==> src/rtl/camera_frame_parser_if.sv <==
// Stream bundle between a camera FIFO, the frame parser and the patch
// synchronizer. The parser drives the FIFO read side and the output
// register side; the environment drives the opposite directions.
interface camera_frame_parser_if #(
    parameter int PN_W    = 20,
    parameter int FP_SIZE = 20
) ();
    logic                    in_val;
    logic [PN_W+FP_SIZE-1:0] in_data;
    logic                    in_ack;
    logic                    out_val;
    logic                    out_rdy;
    logic [PN_W-1:0]         out_patch_num;
    logic [FP_SIZE-1:0]      out_fp;

    // Parser side: consumes FIFO words, produces held patches.
    modport master (
        input  in_val,
        input  in_data,
        output in_ack,
        output out_val,
        input  out_rdy,
        output out_patch_num,
        output out_fp
    );

    // Environment side: FIFO plus downstream synchronizer.
    modport slave (
        output in_val,
        output in_data,
        input  in_ack,
        input  out_val,
        output out_rdy,
        input  out_patch_num,
        input  out_fp
    );
endinterface

==> src/rtl/camera_frame_parser.sv <==
// Per-camera frame parser. Reads {patch_num, fp} words from a
// first-word-fall-through FIFO, tracks SOF/EOF framing and forwards in-frame
// data patches through a one-entry valid/ready output register. Keeps patch,
// frame and drop counters and a sticky protocol error code.
module camera_frame_parser #(
    parameter int N_PATCH = 600000,
    parameter int FP_SIZE = 20,
    parameter int PN_W    = 20
) (
    input  logic                  CLK,
    input  logic                  RESET,
    camera_frame_parser_if.master bus,
    output logic                  sof,
    output logic                  eof,
    output logic [PN_W-1:0]       frame_patch_count,
    output logic [15:0]           frame_num,
    output logic [15:0]           drop_count,
    output logic [1:0]            err
);

    typedef enum logic [1:0] {
        WAIT_SOF = 2'd0,
        INTRA    = 2'd1,
        ERROR    = 2'd2
    } state_t;

    localparam logic [PN_W-1:0] SOF_PN     = {PN_W{1'b1}};
    localparam logic [PN_W-1:0] EOF_PN     = {{(PN_W-1){1'b1}}, 1'b0};
    localparam logic [PN_W-1:0] N_PATCH_PN = PN_W'(N_PATCH);
    localparam logic [PN_W-1:0] PN_ONE     = PN_W'(1);

    localparam logic [1:0] ERR_RANGE   = 2'd1;
    localparam logic [1:0] ERR_SOF     = 2'd2;
    localparam logic [1:0] ERR_OVERRUN = 2'd3;

    state_t               state_q, state_d;
    logic                 out_val_q, out_val_d;
    logic [PN_W-1:0]      out_pn_q, out_pn_d;
    logic [FP_SIZE-1:0]   out_fp_q, out_fp_d;
    logic                 sof_q, sof_d;
    logic                 eof_q, eof_d;
    logic [PN_W-1:0]      patch_count_q, patch_count_d;
    logic [PN_W-1:0]      frame_patch_count_q, frame_patch_count_d;
    logic [15:0]          frame_num_q, frame_num_d;
    logic [15:0]          drop_count_q, drop_count_d;
    logic [1:0]           err_q, err_d;

    logic [PN_W-1:0]      in_pn_s;
    logic [FP_SIZE-1:0]   in_fp_s;
    logic                 is_sof_s;
    logic                 is_eof_s;
    logic                 is_data_s;
    logic                 out_free_s;
    logic                 in_ack_s;
    logic                 load_s;

    assign in_pn_s    = bus.in_data[PN_W+FP_SIZE-1:FP_SIZE];
    assign in_fp_s    = bus.in_data[FP_SIZE-1:0];
    assign is_sof_s   = (in_pn_s == SOF_PN);
    assign is_eof_s   = (in_pn_s == EOF_PN);
    assign is_data_s  = (in_pn_s < N_PATCH_PN);
    // The output slot is usable if empty or being drained on this edge.
    assign out_free_s = !out_val_q || bus.out_rdy;

    // Word classification, framing FSM next state, counters and output slot.
    always_comb begin
        state_d             = state_q;
        out_val_d           = out_val_q;
        out_pn_d            = out_pn_q;
        out_fp_d            = out_fp_q;
        sof_d               = 1'b0;
        eof_d               = 1'b0;
        patch_count_d       = patch_count_q;
        frame_patch_count_d = frame_patch_count_q;
        frame_num_d         = frame_num_q;
        drop_count_d        = drop_count_q;
        err_d               = err_q;
        in_ack_s            = 1'b0;
        load_s              = 1'b0;

        case (state_q)
            WAIT_SOF: begin
                if (bus.in_val) begin
                    in_ack_s = 1'b1;
                    if (is_sof_s) begin
                        sof_d         = 1'b1;
                        patch_count_d = '0;
                        state_d       = INTRA;
                    end else if (drop_count_q != 16'hFFFF) begin
                        drop_count_d = drop_count_q + 16'd1;
                    end else begin
                        drop_count_d = drop_count_q;
                    end
                end else begin
                    in_ack_s = 1'b0;
                end
            end
            INTRA: begin
                if (bus.in_val) begin
                    if (is_sof_s) begin
                        // A new SOF before EOF is fatal; the word stays in the FIFO.
                        state_d = ERROR;
                        err_d   = ERR_SOF;
                    end else if (is_eof_s) begin
                        // Hold EOF until the last forwarded patch has left.
                        if (out_free_s) begin
                            in_ack_s            = 1'b1;
                            eof_d               = 1'b1;
                            frame_patch_count_d = patch_count_q;
                            frame_num_d         = frame_num_q + 16'd1;
                            state_d             = WAIT_SOF;
                        end else begin
                            in_ack_s = 1'b0;
                        end
                    end else if (is_data_s) begin
                        if (patch_count_q == N_PATCH_PN) begin
                            state_d = ERROR;
                            err_d   = ERR_OVERRUN;
                        end else if (out_free_s) begin
                            in_ack_s      = 1'b1;
                            load_s        = 1'b1;
                            patch_count_d = patch_count_q + PN_ONE;
                        end else begin
                            in_ack_s = 1'b0;
                        end
                    end else begin
                        state_d = ERROR;
                        err_d   = ERR_RANGE;
                    end
                end else begin
                    in_ack_s = 1'b0;
                end
            end
            ERROR: begin
                // Only reset leaves this state; the FIFO is never read again.
                in_ack_s = 1'b0;
            end
            default: begin
                state_d = ERROR;
            end
        endcase

        if (load_s) begin
            out_val_d = 1'b1;
            out_pn_d  = in_pn_s;
            out_fp_d  = in_fp_s;
        end else if (bus.out_rdy) begin
            out_val_d = 1'b0;
        end else begin
            out_val_d = out_val_q;
        end
    end

    // State and output registers, cleared asynchronously by RESET.
    always_ff @(posedge CLK or negedge RESET) begin
        if (!RESET) begin
            state_q             <= WAIT_SOF;
            out_val_q           <= 1'b0;
            out_pn_q            <= '0;
            out_fp_q            <= '0;
            sof_q               <= 1'b0;
            eof_q               <= 1'b0;
            patch_count_q       <= '0;
            frame_patch_count_q <= '0;
            frame_num_q         <= 16'd0;
            drop_count_q        <= 16'd0;
            err_q               <= 2'd0;
        end else begin
            state_q             <= state_d;
            out_val_q           <= out_val_d;
            out_pn_q            <= out_pn_d;
            out_fp_q            <= out_fp_d;
            sof_q               <= sof_d;
            eof_q               <= eof_d;
            patch_count_q       <= patch_count_d;
            frame_patch_count_q <= frame_patch_count_d;
            frame_num_q         <= frame_num_d;
            drop_count_q        <= drop_count_d;
            err_q               <= err_d;
        end
    end

    // FIFO read enable is combinational but must stay low while in reset.
    assign bus.in_ack        = in_ack_s & RESET;
    assign bus.out_val       = out_val_q;
    assign bus.out_patch_num = out_pn_q;
    assign bus.out_fp        = out_fp_q;
    assign sof               = sof_q;
    assign eof               = eof_q;
    assign frame_patch_count = frame_patch_count_q;
    assign frame_num         = frame_num_q;
    assign drop_count        = drop_count_q;
    assign err               = err_q;

endmodule

==> src/flat_wrapper.sv <==
// flat-port wrapper written by rule: the top's interface ports become plain ports
module camera_frame_parser_flat 
#(
    parameter int N_PATCH = 600000,
    parameter int FP_SIZE = 20,
    parameter int PN_W    = 20
)
  (CLK, RESET, sof, eof, frame_patch_count, frame_num, drop_count, err, bus_in_val, bus_in_data, bus_in_ack, bus_out_val, bus_out_rdy, bus_out_patch_num, bus_out_fp);
  camera_frame_parser_if #(.PN_W(PN_W), .FP_SIZE(FP_SIZE)) bus_i ();
  input  logic CLK;
  input  logic RESET;
  output logic sof;
  output logic eof;
  output logic [PN_W-1:0] frame_patch_count;
  output logic [15:0] frame_num;
  output logic [15:0] drop_count;
  output logic [1:0] err;
  input wire logic [$bits(bus_i.in_val)-1:0] bus_in_val;
  input wire logic [$bits(bus_i.in_data)-1:0] bus_in_data;
  output wire logic [$bits(bus_i.in_ack)-1:0] bus_in_ack;
  output wire logic [$bits(bus_i.out_val)-1:0] bus_out_val;
  input wire logic [$bits(bus_i.out_rdy)-1:0] bus_out_rdy;
  output wire logic [$bits(bus_i.out_patch_num)-1:0] bus_out_patch_num;
  output wire logic [$bits(bus_i.out_fp)-1:0] bus_out_fp;
  assign bus_i.in_val = bus_in_val;
  assign bus_i.in_data = bus_in_data;
  assign bus_in_ack = bus_i.in_ack;
  assign bus_out_val = bus_i.out_val;
  assign bus_i.out_rdy = bus_out_rdy;
  assign bus_out_patch_num = bus_i.out_patch_num;
  assign bus_out_fp = bus_i.out_fp;
  camera_frame_parser #(.N_PATCH(N_PATCH), .FP_SIZE(FP_SIZE), .PN_W(PN_W)) u_core (.CLK(CLK), .RESET(RESET), .bus(bus_i), .sof(sof), .eof(eof), .frame_patch_count(frame_patch_count), .frame_num(frame_num), .drop_count(drop_count), .err(err));
endmodule
==> config.mk <==
export PLATFORM = sky130hd
export DESIGN_NAME = camera_frame_parser_flat
export DESIGN_NICKNAME = d
export VERILOG_FILES = /design/src/rtl/camera_frame_parser_if.sv /design/src/rtl/camera_frame_parser.sv /design/src/flat_wrapper.sv
export SDC_FILE = /design/constraint.sdc
export NUM_CORES = 1
export LEC_CHECK = 0
export ABC_AREA = 1
export CAP_MARGIN = 20
export CORE_MARGIN = 2
export CORE_UTILIZATION = 50
export DETAILED_ROUTE_END_ITERATION = 10
export GPL_ROUTABILITY_DRIVEN = 0
export HOLD_SLACK_MARGIN = 0.15
export PLACE_DENSITY = 0.81
export SLEW_MARGIN = 20
export SYNTH_ARGS = -nofsm -noshare
export SYNTH_HDL_FRONTEND = slang
export SYNTH_SLANG_ARGS = --single-unit
export TNS_END_PERCENT = 30
==> constraint.sdc <==
create_clock -name CLK -period 4.1 [get_ports CLK]
set_input_delay 0.615 -clock CLK [delete_from_list [all_inputs] [get_ports CLK]]
set_output_delay 0.615 -clock CLK [all_outputs]
set_load 0.01 [all_outputs]
# ---- Word level (Yosys, flattened, before mapping)
# Cells that the tools add are included.
dict set report word_totals {
  ff_bits 119
  input_bits 44
}
dict set report op_classes {
  reduce_logical 10
  n_bitwise 3
  eq_ne 18
  addsub 3
  order_cmp 1
  n_mux 43
}
# cell count
set op_table {}
lappend op_table {{$mux W20} 8}
lappend op_table {{$eq A20 B20 Y1 const B} 3}
lappend op_table {{$pmux W20 S2} 1}
lappend op_table {{$add A16 B1 Y16 const B} 2}
lappend op_table {{$mux W2} 12}
lappend op_table {{$add A20 B1 Y20 const B} 1}
lappend op_table {{$lt A20 B20 Y1 const B} 1}
lappend op_table {{$mux W1} 20}
lappend op_table {{$ne A16 B16 Y1 const B} 1}
lappend op_table {{$ne A2 B2 Y1 const B} 5}
lappend op_table {{$reduce_and A9 Y1} 1}
lappend op_table {{$ne A2 B1 Y1 const B} 4}
lappend op_table {{$reduce_and A4 Y1} 2}
lappend op_table {{$pmux W2 S3} 1}
lappend op_table {{$reduce_and A6 Y1} 1}
lappend op_table {{$ne A5 B3 Y1 const B} 1}
lappend op_table {{$reduce_and A5 Y1} 1}
lappend op_table {{$ne A4 B3 Y1 const B} 1}
lappend op_table {{$reduce_bool A2 Y1} 2}
lappend op_table {{$ne A3 B2 Y1 const B} 1}
lappend op_table {{$eq A2 B1 Y1 const B} 1}
lappend op_table {{$eq A2 B2 Y1 const B} 1}
lappend op_table {{$logic_not A2 Y1} 1}
lappend op_table {{$not A1 Y1} 2}
lappend op_table {{4 further kinds} 4}

# ---- Depth between registers and ports, before layout
dict set report depth {
  word_depth 10
  ltp_mapped 11
}

# ---- Worst setup path after synthesis
# Ideal clock, no wire load.
dict set report synth_path {
  path_type {input -> output}
  startpoint {input bus_in_data[34]}
  endpoint {output bus_in_ack}
  n_path_buf 1
  setup_slack_ns 1.969
  required_time_ns 3.485
  arrival_time_ns 1.516
  cell_stages 9
  path_cell_list {nor2_1 > nand2_1 > nand2_1 > nand2_1 > nand2_1 > nand3_2 > nor2_2 > buf_4 > o21a_1}
}
dict set report synth_via {
  elab_chain_cells 7
  word_cells_on_any_way 9
  classes_between {1 x order compare; 2 x eq/ne; 5 x mux; 1 x bitwise}
}
# item line_no
set synth_lines {}
lappend synth_lines {{start, declared} flat_wrapper.sv:19} ;# input wire logic [$bits(bus_i.in_data)-1:0] bus_in_data;
lappend synth_lines {{$lt A20 B20 Y1} camera_frame_parser.sv:61} ;# assign is_data_s = (in_pn_s < N_PATCH_PN);
lappend synth_lines {{$mux W1} camera_frame_parser.sv:115} ;# end else if (is_data_s) begin
lappend synth_lines {{$mux W1} camera_frame_parser.sv:104} ;# end else if (is_eof_s) begin
lappend synth_lines {{$mux W1 *} camera_frame_parser.sv:100} ;# if (is_sof_s) begin
lappend synth_lines {{$mux W1 *} camera_frame_parser.sv:99} ;# if (bus.in_val) begin
lappend synth_lines {{$pmux W1 S2 *} camera_frame_parser.sv:81} ;# case (state_q)
lappend synth_lines {{$and A1 B1 Y1 *} camera_frame_parser.sv:184} ;# assign bus.in_ack = in_ack_s & RESET;
lappend synth_lines {{end, declared} flat_wrapper.sv:20} ;# output wire logic [$bits(bus_i.in_ack)-1:0] bus_in_ack;
# Every way passes the cells marked *; elsewhere a longest branch is shown, timed or not.

# ---- Final worst setup path
dict set report layout_path {
  startpoint {input bus_in_data[33]}
  endpoint {output bus_in_ack}
}
# Same word-level chain as after synthesis.

==> impl_metrics.toml <==
[drt]
via_per_inst = 4.999
dr.pass1.iters = 5
wl_per_cell_um = 13.43
via_count = 5509
postRouteAntennaNets = 0
drc = 0
drt_iter0_markers = 427
wl_mm = 14.80

[finish]
fin_nets = 992
antenna_cells = 0
multi_input_area_um2 = 2723
final_core_util_pct = 68.27
ff_latch_area_um2 = 2978
syn2layout_area_growth_pct = 33.83
layout-drive-gt1-share_pct = 5.340
fin_area_um2 = 8132
fillers = 999

[power]
irDropWorstVdd_mv = 0.2818
leakage_nw = 3.811
power_mw = 2.693
p_per_area_nw_per_um2 = 331.2

[yosys]
syn-num-nets = 850
yosysSeqAreaShare_pct = 49.01
syn-mean-instance-area_um2 = 7.576
synth_seq_cells = 119
synth-main-ff-cell = "dfrtp_1"
syn-cell-area_um2 = 6076
synth_edf_count = 0
synth.distinct_cells = 31
synth_top_cell_by_area = "dfrtp_1"
synthTopCellsByArea = "dfrtp_1 (49%), nand2_1 (21%), nor2_1 (5.1%), nand3_1 (3.8%), xor2_1 (3.7%)"
synth_warnings = 0
ys_async_sr_fraction_pct = 100.0
ys_top_cells_by_count = "nand2_1 (336), dfrtp_1 (119), nor2_1 (82)"
synthCells = 802
synthMostInstantiatedCell = "nand2_1"
synth.top_cell.area_share_pct = 49.01

[timing]
timing.fmax_mhz = 290.4
finalWorstSetupSlack_ns = 0.6566
worst_pin_slew_ns = 0.7523
rsz0062_at_grt = "false"
finClkSkew_ns = 0.006227
min_period_over_period_pct = 83.98
setup_violations = 0
finalSetupTns_ns = 0
period_minus_slack_ns = 3.443
relSlewSlack_pct = 49.85
slew_violations = 0
hold_viol_final = 0

[worst_hold_path]
hold_class = "input pin to async pin"

[worst_setup_path]
crit_fanout = 37
required_ns = 3.48
end_kind = "output pin"
critPathTopFamily = "buffers and inverters"
crit_chain = "clkdlybuf4s50_1 > nand2_1 > nor2_2 > nand2_1 > nor2_1 > nand2_1 > nor2_2 > inv_2 > nand2_1 > o21a_1 > clkdlybuf4s50_1"
crit_arrival_ns = 2.83
cpMostUsedCell = "nand2_1"
cp_slowest_stage_delay_ns = 0.54
critPathKind = "input pin to output pin"
crit_buf_inv = 3
startpoint_type = "input pin"
critPathSlowestCell = "clkdlybuf4s50_1"

[global_route]
grt_max_degree = 61
antenna_found_initial = 0
grt_use_total_pct = 24.53
grt_pass1_wl_mm = 25.37
grt_pass1_vias = 5352
gr-total-overflow = 0

[cts]
cts_tree = "yes"
ctsHoldBuffers = 0
ctsResizeCount = 0
cts_htree_levels = 4
path_clk_slew_ns = 0.05
root_buffer = "clkbuf_16"
post_cts_buffers = 0
clk_path_buf_depth = 2
cts_buffers = 17
clk_latency_ns = 0.42
cts.sinks = 119

[place]
pre_cts_ws_ns = 0.6954
dpl.hpwl_mm = 10.53
placed_area_um2 = 7564
io_buffers = 141

[die]
fp.dieH_um = 114.2
initial_core_util_pct = 51.01
fp-row-count = 40
die_w_um = 114.2
core_region_area_um2 = 11910
die_area_um2 = 13050
io_pins = 142

[run]
max_cap_viol_count = 0

[run_status]
status = "complete, no violations"
[cells by family after synthesis]
family	Yosys count	share of synthesized area [%]
XOR/XNOR	36	5.189
flip-flops	119	49.01
AND/OR/NAND/NOR	512	34.62
buffers and inverters	86	6.178
AO/OA/AOI/OAI	45	4.181
adder cells (fa/ha/maj)	4	0.8238
[routing by layer]
metal / vias up / wire length, um / track usage (%)
met4: 0 / 428 / 12.11
met2: 163 / 7135 / 39.64
met3: 37 / 723 / 5.453
met5: - / 0 / 0
li1: 2780 / - / -
met1: 2529 / 6510 / 31.29
[final timing paths]
kind                                              from                           end  slack [ns]  cells past startpoint
max                                    bus_in_data[33]                    bus_in_ack        0.66                     11
min                                              RESET         u_core.bus.out_fp[19]        0.37                      2
max reg2reg                    u_core.patch_count_q[0]  u_core.bus.out_patch_num[11]        1.56                     11
min reg2reg                u_core.bus.out_patch_num[2]   u_core.bus.out_patch_num[2]        0.47                      2
max in group asynchronous                        RESET   u_core.bus.out_patch_num[8]        2.47                      3
min in group CLK           u_core.bus.out_patch_num[2]   u_core.bus.out_patch_num[2]        0.47                      2
[per-stage QoR]
stage	hold WS, ns	std cells
3_5_place_dp	0.4576	1072
2_1_floorplan	0.3194	802
6_report	0.3727	1102
4_1_cts	0.3971	1102
5_1_grt	0.4508	1102
3_3_place_gp	0.4538	1072
[power breakdown]
group          leakage [nW]  switching (mW)  internal [mW]  total, mW
clock network         0.278           0.482          0.949       1.43
logic                  1.94          0.0437         0.0414     0.0851
registers              1.59    0.0000000297           1.18       1.18
[layout by cell type, fill, tap and decap left out, drive strengths merged, types with 2 or more instances in the layout]
cell,n
clkdlybuf4s50,140
ha,4
nand3,49
nor2,91
nand4,7
a21oi,2
nand2,339
bufinv,2
xnor2,10
nor3b,2
o21ai,40
dfrtp,119
xor2,26
nor3,21
clkbuf,27
inv,64
buf,5
[cell type report]
| cell class | instances | area share [%] |
|---|---|---|
| flip-flops and latches | 119 | 36.62 |
| multi-input cells | 597 | 33.48 |
| repair buffers | 145 | 17.70 |
| clock buffers | 27 | 6.186 |
| inverters | 64 | 2.954 |
| well taps | 147 | 2.262 |
| clock inverters | 3 | 0.8001 |
[registers in the layout (all words and copies together) (netlist names)]
register and cells:
u_core.err 2, u_core.sof 1, u_core.bus.out_fp 20, u_core.eof 1, u_core.bus.out_patch_num 20, u_core.bus.out_val 1, u_core.drop_count 16, u_core.frame_num 16
u_core.frame_patch_count 20, u_core.patch_count_q 20, u_core.state_q 2
(Power assumes the default switching activity.)
